`src/rtl/music_box_sequencer.sv`:
```
// -----------------------------------------------------------------------------
// music_box_sequencer
//
// Plays a stored melody through a square-wave tone generator. Note entries
// (beats + tone period) are fetched one at a time from an external synchronous
// song ROM. Each note is armed with a phase-resync pulse, held for its
// programmed number of beats, then followed by a fixed silent gap.
//
// Ports
//   clock       sole clock, rising edge
//   reset       asynchronous, active-low reset
//   start       level; begins playback from entry 0 when seen in IDLE
//   stop        level; aborts playback from any busy state, beats start
//   loop_en     at end of song, restart at entry 0 instead of finishing
//   rom_addr    song ROM address
//   rom_data    ROM word: [35:32] beats (0 = end marker), [31:0] period (0 = rest)
//   hz          period to the tone generator
//   play_note   tone enable
//   note_reset  one-cycle phase-resync pulse, high only during ARM
//   busy        high in every state except IDLE
//   done        one-cycle pulse on natural song completion
//   state_dbg   current FSM state encoding, for observation only
//
// ROM protocol: there is no valid/ready handshake. The ROM is a fixed
// one-cycle-latency memory, so rom_data reflects rom_addr one cycle after the
// address changes. FETCH exists purely to absorb that latency; DECODE is the
// only state that samples rom_data.
// -----------------------------------------------------------------------------
module music_box_sequencer #(
    parameter int SONG_LEN       = 16,
    parameter int ADDR_W         = 4,
    parameter int TICKS_PER_BEAT = 12500000,
    parameter int GAP_TICKS      = 500000
) (
    input  logic              clock,
    input  logic              reset,
    input  logic              start,
    input  logic              stop,
    input  logic              loop_en,
    output logic [ADDR_W-1:0] rom_addr,
    input  logic [35:0]       rom_data,
    output logic [31:0]       hz,
    output logic              play_note,
    output logic              note_reset,
    output logic              busy,
    output logic              done,
    output logic [2:0]        state_dbg
);

    // +1 so a parameter value of 1 still yields a non-zero width.
    localparam int TICK_W = $clog2(TICKS_PER_BEAT + 1);
    localparam int GAP_W  = $clog2(GAP_TICKS + 1);

    localparam logic [TICK_W-1:0] TICK_LAST = TICK_W'(TICKS_PER_BEAT - 1);
    localparam logic [GAP_W-1:0]  GAP_LAST  = GAP_W'(GAP_TICKS - 1);
    localparam logic [ADDR_W-1:0] ADDR_LAST = ADDR_W'(SONG_LEN - 1);

    typedef enum logic [2:0] {
        S_IDLE   = 3'd0,
        S_FETCH  = 3'd1,
        S_DECODE = 3'd2,
        S_ARM    = 3'd3,
        S_PLAY   = 3'd4,
        S_GAP    = 3'd5
    } state_t;

    state_t              state, state_n;
    logic [ADDR_W-1:0]   rom_addr_n;
    logic [31:0]         hz_n;
    logic                play_note_n;
    logic                note_reset_n;
    logic                busy_n;
    logic                done_n;
    logic [3:0]          beat_cnt, beat_cnt_n;
    logic [TICK_W-1:0]   tick_cnt, tick_cnt_n;
    logic [GAP_W-1:0]    gap_cnt, gap_cnt_n;

    logic [3:0]          rom_beats;
    logic [31:0]         rom_period;

    assign rom_beats  = rom_data[35:32];
    assign rom_period = rom_data[31:0];
    assign state_dbg  = state;

    // -------------------------------------------------------------------------
    // State and output registers
    // -------------------------------------------------------------------------
    always_ff @(posedge clock or negedge reset) begin
        if (!reset) begin
            state      <= S_IDLE;
            rom_addr   <= '0;
            hz         <= '0;
            play_note  <= 1'b0;
            note_reset <= 1'b0;
            busy       <= 1'b0;
            done       <= 1'b0;
            beat_cnt   <= '0;
            tick_cnt   <= '0;
            gap_cnt    <= '0;
        end else begin
            state      <= state_n;
            rom_addr   <= rom_addr_n;
            hz         <= hz_n;
            play_note  <= play_note_n;
            note_reset <= note_reset_n;
            busy       <= busy_n;
            done       <= done_n;
            beat_cnt   <= beat_cnt_n;
            tick_cnt   <= tick_cnt_n;
            gap_cnt    <= gap_cnt_n;
        end
    end

    // -------------------------------------------------------------------------
    // Next-state and next-output logic
    // -------------------------------------------------------------------------
    always_comb begin
        state_n      = state;
        rom_addr_n   = rom_addr;
        hz_n         = hz;
        play_note_n  = play_note;
        note_reset_n = 1'b0;   // pulse outputs default low every cycle
        done_n       = 1'b0;
        beat_cnt_n   = beat_cnt;
        tick_cnt_n   = tick_cnt;
        gap_cnt_n    = gap_cnt;

        case (state)
            S_IDLE: begin
                if (start && !stop) begin
                    rom_addr_n = '0;
                    state_n    = S_FETCH;
                end
            end

            S_FETCH: begin
                state_n = S_DECODE;
            end

            S_DECODE: begin
                if (rom_beats == 4'd0) begin
                    // End-of-song marker.
                    if (loop_en) begin
                        rom_addr_n = '0;
                        state_n    = S_FETCH;
                    end else begin
                        done_n  = 1'b1;
                        state_n = S_IDLE;
                    end
                end else begin
                    beat_cnt_n   = rom_beats;
                    tick_cnt_n   = '0;
                    hz_n         = rom_period;
                    // Rests leave the generator phase alone.
                    note_reset_n = (rom_period != 32'd0);
                    state_n      = S_ARM;
                end
            end

            S_ARM: begin
                // hz was loaded in DECODE, so a rest keeps the tone disabled.
                play_note_n = (hz != 32'd0);
                state_n     = S_PLAY;
            end

            S_PLAY: begin
                if (tick_cnt == TICK_LAST) begin
                    tick_cnt_n = '0;
                    beat_cnt_n = beat_cnt - 4'd1;
                    if (beat_cnt == 4'd1) begin
                        play_note_n = 1'b0;
                        gap_cnt_n   = '0;
                        state_n     = S_GAP;
                    end
                end else begin
                    tick_cnt_n = tick_cnt + TICK_W'(1);
                end
            end

            S_GAP: begin
                if (gap_cnt == GAP_LAST) begin
                    if (rom_addr == ADDR_LAST) begin
                        // Last ROM entry played without a marker: same
                        // end-of-song rule as an explicit marker.
                        if (loop_en) begin
                            rom_addr_n = '0;
                            state_n    = S_FETCH;
                        end else begin
                            done_n  = 1'b1;
                            state_n = S_IDLE;
                        end
                    end else begin
                        rom_addr_n = rom_addr + ADDR_W'(1);
                        state_n    = S_FETCH;
                    end
                end else begin
                    gap_cnt_n = gap_cnt + GAP_W'(1);
                end
            end

            default: begin
                state_n = S_IDLE;
            end
        endcase

        // Abort overrides everything decided above. hz and rom_addr are
        // deliberately left holding their last values.
        if (stop && (state != S_IDLE)) begin
            state_n      = S_IDLE;
            play_note_n  = 1'b0;
            note_reset_n = 1'b0;
            done_n       = 1'b0;
        end

        busy_n = (state_n != S_IDLE);
    end

endmodule

```
`config.mk`:
```
export PLATFORM = sky130hd
export DESIGN_NAME = music_box_sequencer
export DESIGN_NICKNAME = d
export VERILOG_FILES = /design/src/rtl/music_box_sequencer.sv
export SDC_FILE = /design/constraint.sdc
export NUM_CORES = 1
export LEC_CHECK = 0
export CAP_MARGIN = 20
export CORE_MARGIN = 2
export CORE_UTILIZATION = 45
export CTS_CLUSTER_DIAMETER = 50
export DETAILED_ROUTE_END_ITERATION = 7
export PLACE_DENSITY_LB_ADDON = 0.25
export SKIP_CTS_REPAIR_TIMING = 1
export SLEW_MARGIN = 0
export SYNTH_ARGS = -nofsm -noshare
export SYNTH_HDL_FRONTEND = slang
export SYNTH_SLANG_ARGS = --single-unit
```
`constraint.sdc`:
```
create_clock -name clock -period 2.5 [get_ports clock]
set_clock_uncertainty 0.1 [all_clocks]
set_input_delay 0.5 -clock clock [delete_from_list [all_inputs] [get_ports clock]]
set_output_delay 0.5 -clock clock [all_outputs]
set_load 0.02 [all_outputs]
```
==> metrics.md <==
| Metric | Value |
|---|---|
| Die Ht | `between 100 and 150 µm` |
| Power Total | `4599 µW` |
| Via count | `about 4100` |
| Worst R2R Path Depth | `5` |
| Hold_ws | `between 0.3 and 0.4 ns` |
| DRC Markers | `0` |
| Vias in the first global route | `4207` |
| Wire length per cell | `about 16 µm` |
| Post-synth net total | `516` |
| Clk sinks | `90` |
| Die Width | `106.6 µm` |
| Critical Path Start | `tick_cnt[8]` |
| Top cell type's share of synthesized area | `a little under half` |
| Adder-Cell Fraction of Synth Area | `1.320%` |
| Top post-synthesis cells by count | `dfrtp_1, nor2_1, mux2_2` |
| Post-route setup slack | `~0.21 ns` |
| Reg2reg end | `gap_cnt[1]` |
| Outcome | `finished clean` |
| Root Driver | `clkbuf_8` |
| Capturing element type of the critical path | `flip-flop` |
| Post-Route WL | `approximately 12000 µm` |
| Crit start category | `flip-flop` |
| First-pass GRT wire length | `19530 µm` |
| Ys Warns | `0` |
| Slowest stage delay, CP | `0.56 ns` |
| Setup Crit Path Kind | `reg -> reg` |
| HP Class | `reg -> reg` |
| # placed instances | `701` |
| Ys async rst share | `100.0%` |
| Final std cells w/o fill | `718` |
| Simple-Gate Fraction of Synth Area | `24.15%` |
| Initial antenna violation count | `0` |
| Largest area contributor in the netlist | `dfrtp_1` |
| Post-synthesis compound-gate area fraction | `12.01%` |
| PwrDens | `between 700 and 800 nW/µm²` |
| Static Leak | `roughly 0.0025 µW` |
| Detail Route Antenna Nets | `0` |
| EDFF count, synth | `0` |
| CTS tree | `done` |
| CP Depth | `5` |
| Multiplexer share of the synthesized area | `8.261%` |
| Minimum clock period | `around 2.3 ns` |
| Worst Tran Pin Value | `0.7402 ns` |
| Total GRT Usage | `21.14%` |
| Reg-to-reg critical path startpoint | `tick_cnt[8]` |
| Area contributors post-synth | `dfrtp_1, mux2_2, nor2_1, nor4_1, xor2_1` |
| XOR/XNOR share of the synthesized area | `3.695%` |
| Largest family of logic cells by synthesized area | `simple AND/OR/NAND/NOR gates` |
| Area grow syn2layout | `28.58%` |
| Crit-path leading delay family | `simple AND/OR/NAND/NOR gates` |
| Core ar. | `between 10000 and 15000 µm²` |
| N_diodes | `0` |
| Part of the cycle the worst path needs | `slightly above 90%` |
| Dominant synthesized flop cell | `dfrtp_1` |
| CP Data Required Time | `2.66 ns` |
| Endpoints failing hold | `0` |
| Total grt overflow | `0` |
| Seq/Total Area, Yosys | `approximately 48%` |
| Port buffer count | `83` |
| DR iter-0 viols | `226` |
| Post-DR vias/cell | `around 5.7` |
| Fmax | `436.6 MHz` |
| Most common cell in the netlist | `dfrtp_1` |
| DRT Pass-1 Iters | `4` |
| Cell Area, Synth | `4741 µm²` |
| Post-Syn Area per Cell | `10.09 µm²` |
| Count of pins over their slew limit | `0` |
| Worst-path fanout max | `8` |
| Clock Path Buffers | `2` |
| Worst Path Buf+Inv | `0` |
| Place WS | `-0.06495 ns` |
| HPWL after detailed placement | `8661 µm` |
| Worst relative slew slack | `approximately 50%` |
| Slowest CP cell | `or4_1` |
| Final nets | `around 620` |
| CP cell instances | `or4_1, nor3_1, and3_1, nor2b_1, a22o_1` |
| # rows | `37` |
| Clock Latency Late Sink | `0.36 ns` |
| Max VDD drop | `606.5 µV` |
| Die ar. | `11370 µm²` |
| Max cap viols | `0` |
| Netlist cell types | `63` |
| Arrival @ worst endpoint | `2.45 ns` |
| Fraction of layout cells with a size suffix above 1 | `16.67%` |
| # IOs | `84` |
| H-tree depth | `3` |
| Pin count of the biggest net entering global routing | `62` |
| Worst setup path endpoint | `gap_cnt[1]` |
| GP Congestion | `0.8729` |
| Synthesized instance count | `470` |
| FF-to-FF setup slack | `0.21 ns` |
| Yosys reg bits | `90` |
| Hold path cells | `1` |
| Initial Util | `46.13%` |
| Final setup viols | `0` |
| Clk slew on worst S/H paths | `about 0.1 ns` |
| Cts bufs inserted | `9` |
-- power breakdown --
group          internal (µW)  leakage (µW)  switching [µW]
sequential              1780       0.00117             291
combinational            832       0.00124             727
clock                    391     0.0000997             574
-- flip-flops by register name (all words and copies together) (netlist names) --
| signal | flops |
|---|---|
| beat_cnt | 4 |
| busy | 1 |
| done | 1 |
| gap_cnt | 19 |
| hz | 32 |
| note_reset | 1 |
| play_note | 1 |
| rom_addr | 4 |
| state_dbg | 3 |
| tick_cnt | 24 |
-- layout make-up --
cell class / instances / area (µm²)
repair buffers: 115 / 1096
flip-flops and latches: 90 / 2252
clock buffers: 9 / 123.9
inverters: 10 / 37.54
fillers: 905 / 4182
clock inverters: 7 / 68.82
well taps: 136 / 170.2
multi-input cells: 351 / 2347
-- cells by family (layout without fill, tap and decap cells) --
family                     after synthesis  after routing
muxes                                   35             35
AOI/OAI and AO/OA                       89             89
xor gates and xnor gates                20             20
adders and majority gates                5              5
and+or+nand+nor                        202            202
DFF                                     90             90
buffers and inverters                   29            141
-- worst min-delay path by stage --
stage	startpoint	endpoint	slack, ns
after floorplan	reset	beat_cnt[0]	0.10
after global placement	reset	gap_cnt[15]	0.36
after detailed placement	reset	gap_cnt[15]	0.36
after CTS	reset	gap_cnt[15]	-0.03
after global routing	tick_cnt[23]	tick_cnt[23]	0.42
final	tick_cnt[23]	tick_cnt[23]	0.39
-- cell usage in the layout, fill, tap and decap left out, types with 3 or more instances in the layout --
| master | n |
|---|---|
| xnor2_1 | 6 |
| nor4bb_1 | 4 |
| clkinv_4 | 3 |
| nor4_1 | 25 |
| o21ai_1 | 4 |
| mux2_2 | 33 |
| inv_8 | 3 |
| xor2_1 | 14 |
| nand2b_1 | 5 |
| nand4_1 | 19 |
| nor3_1 | 11 |
| clkdlybuf4s50_1 | 82 |
| clkbuf_8 | 9 |
| a211oi_1 | 3 |
| or3b_1 | 4 |
| and3_1 | 6 |
| dfrtp_1 | 90 |
| o21ai_2 | 3 |
| buf_4 | 30 |
| nand3_1 | 23 |
| o21ai_0 | 19 |
| nor2_1 | 43 |
| a22o_1 | 3 |
| or4_1 | 5 |
| a21oi_1 | 23 |
| ha_1 | 5 |
| o211ai_1 | 4 |
| inv_1 | 10 |
| and2_1 | 5 |
| a31oi_1 | 8 |
| nand2_1 | 26 |
| or3_1 | 6 |
-- worst reg2reg max path, stage by stage, from the launching register on --
cell and delay [ns]:
dfrtp_1 0.46, or4_1 0.56, nor3_1 0.30, and3_1 0.46, nor2b_1 0.12, a22o_1 0.19
-- metal layers --
layer  up-vias  GRT usage, %  wire, µm
met5         -             0         0
met4         0         6.865       146
met3        17         3.708       485
met2       101         37.90      6091
met1      2002         25.74      5009
li1       1972             -         -
-- per-stage QoR --
step | util [%] | TNS [ns] | cell area, µm²
floorplan | - | 0 | 4741
global placement | 57.30 | -0.05580 | 5889
detailed placement | 57.30 | -0.1500 | 5889
CTS | 59.18 | 0 | 6082
global route | 59.31 | -0.02893 | 6096
finish | 59.31 | 0 | 6096
(Power assumes the default switching activity.)
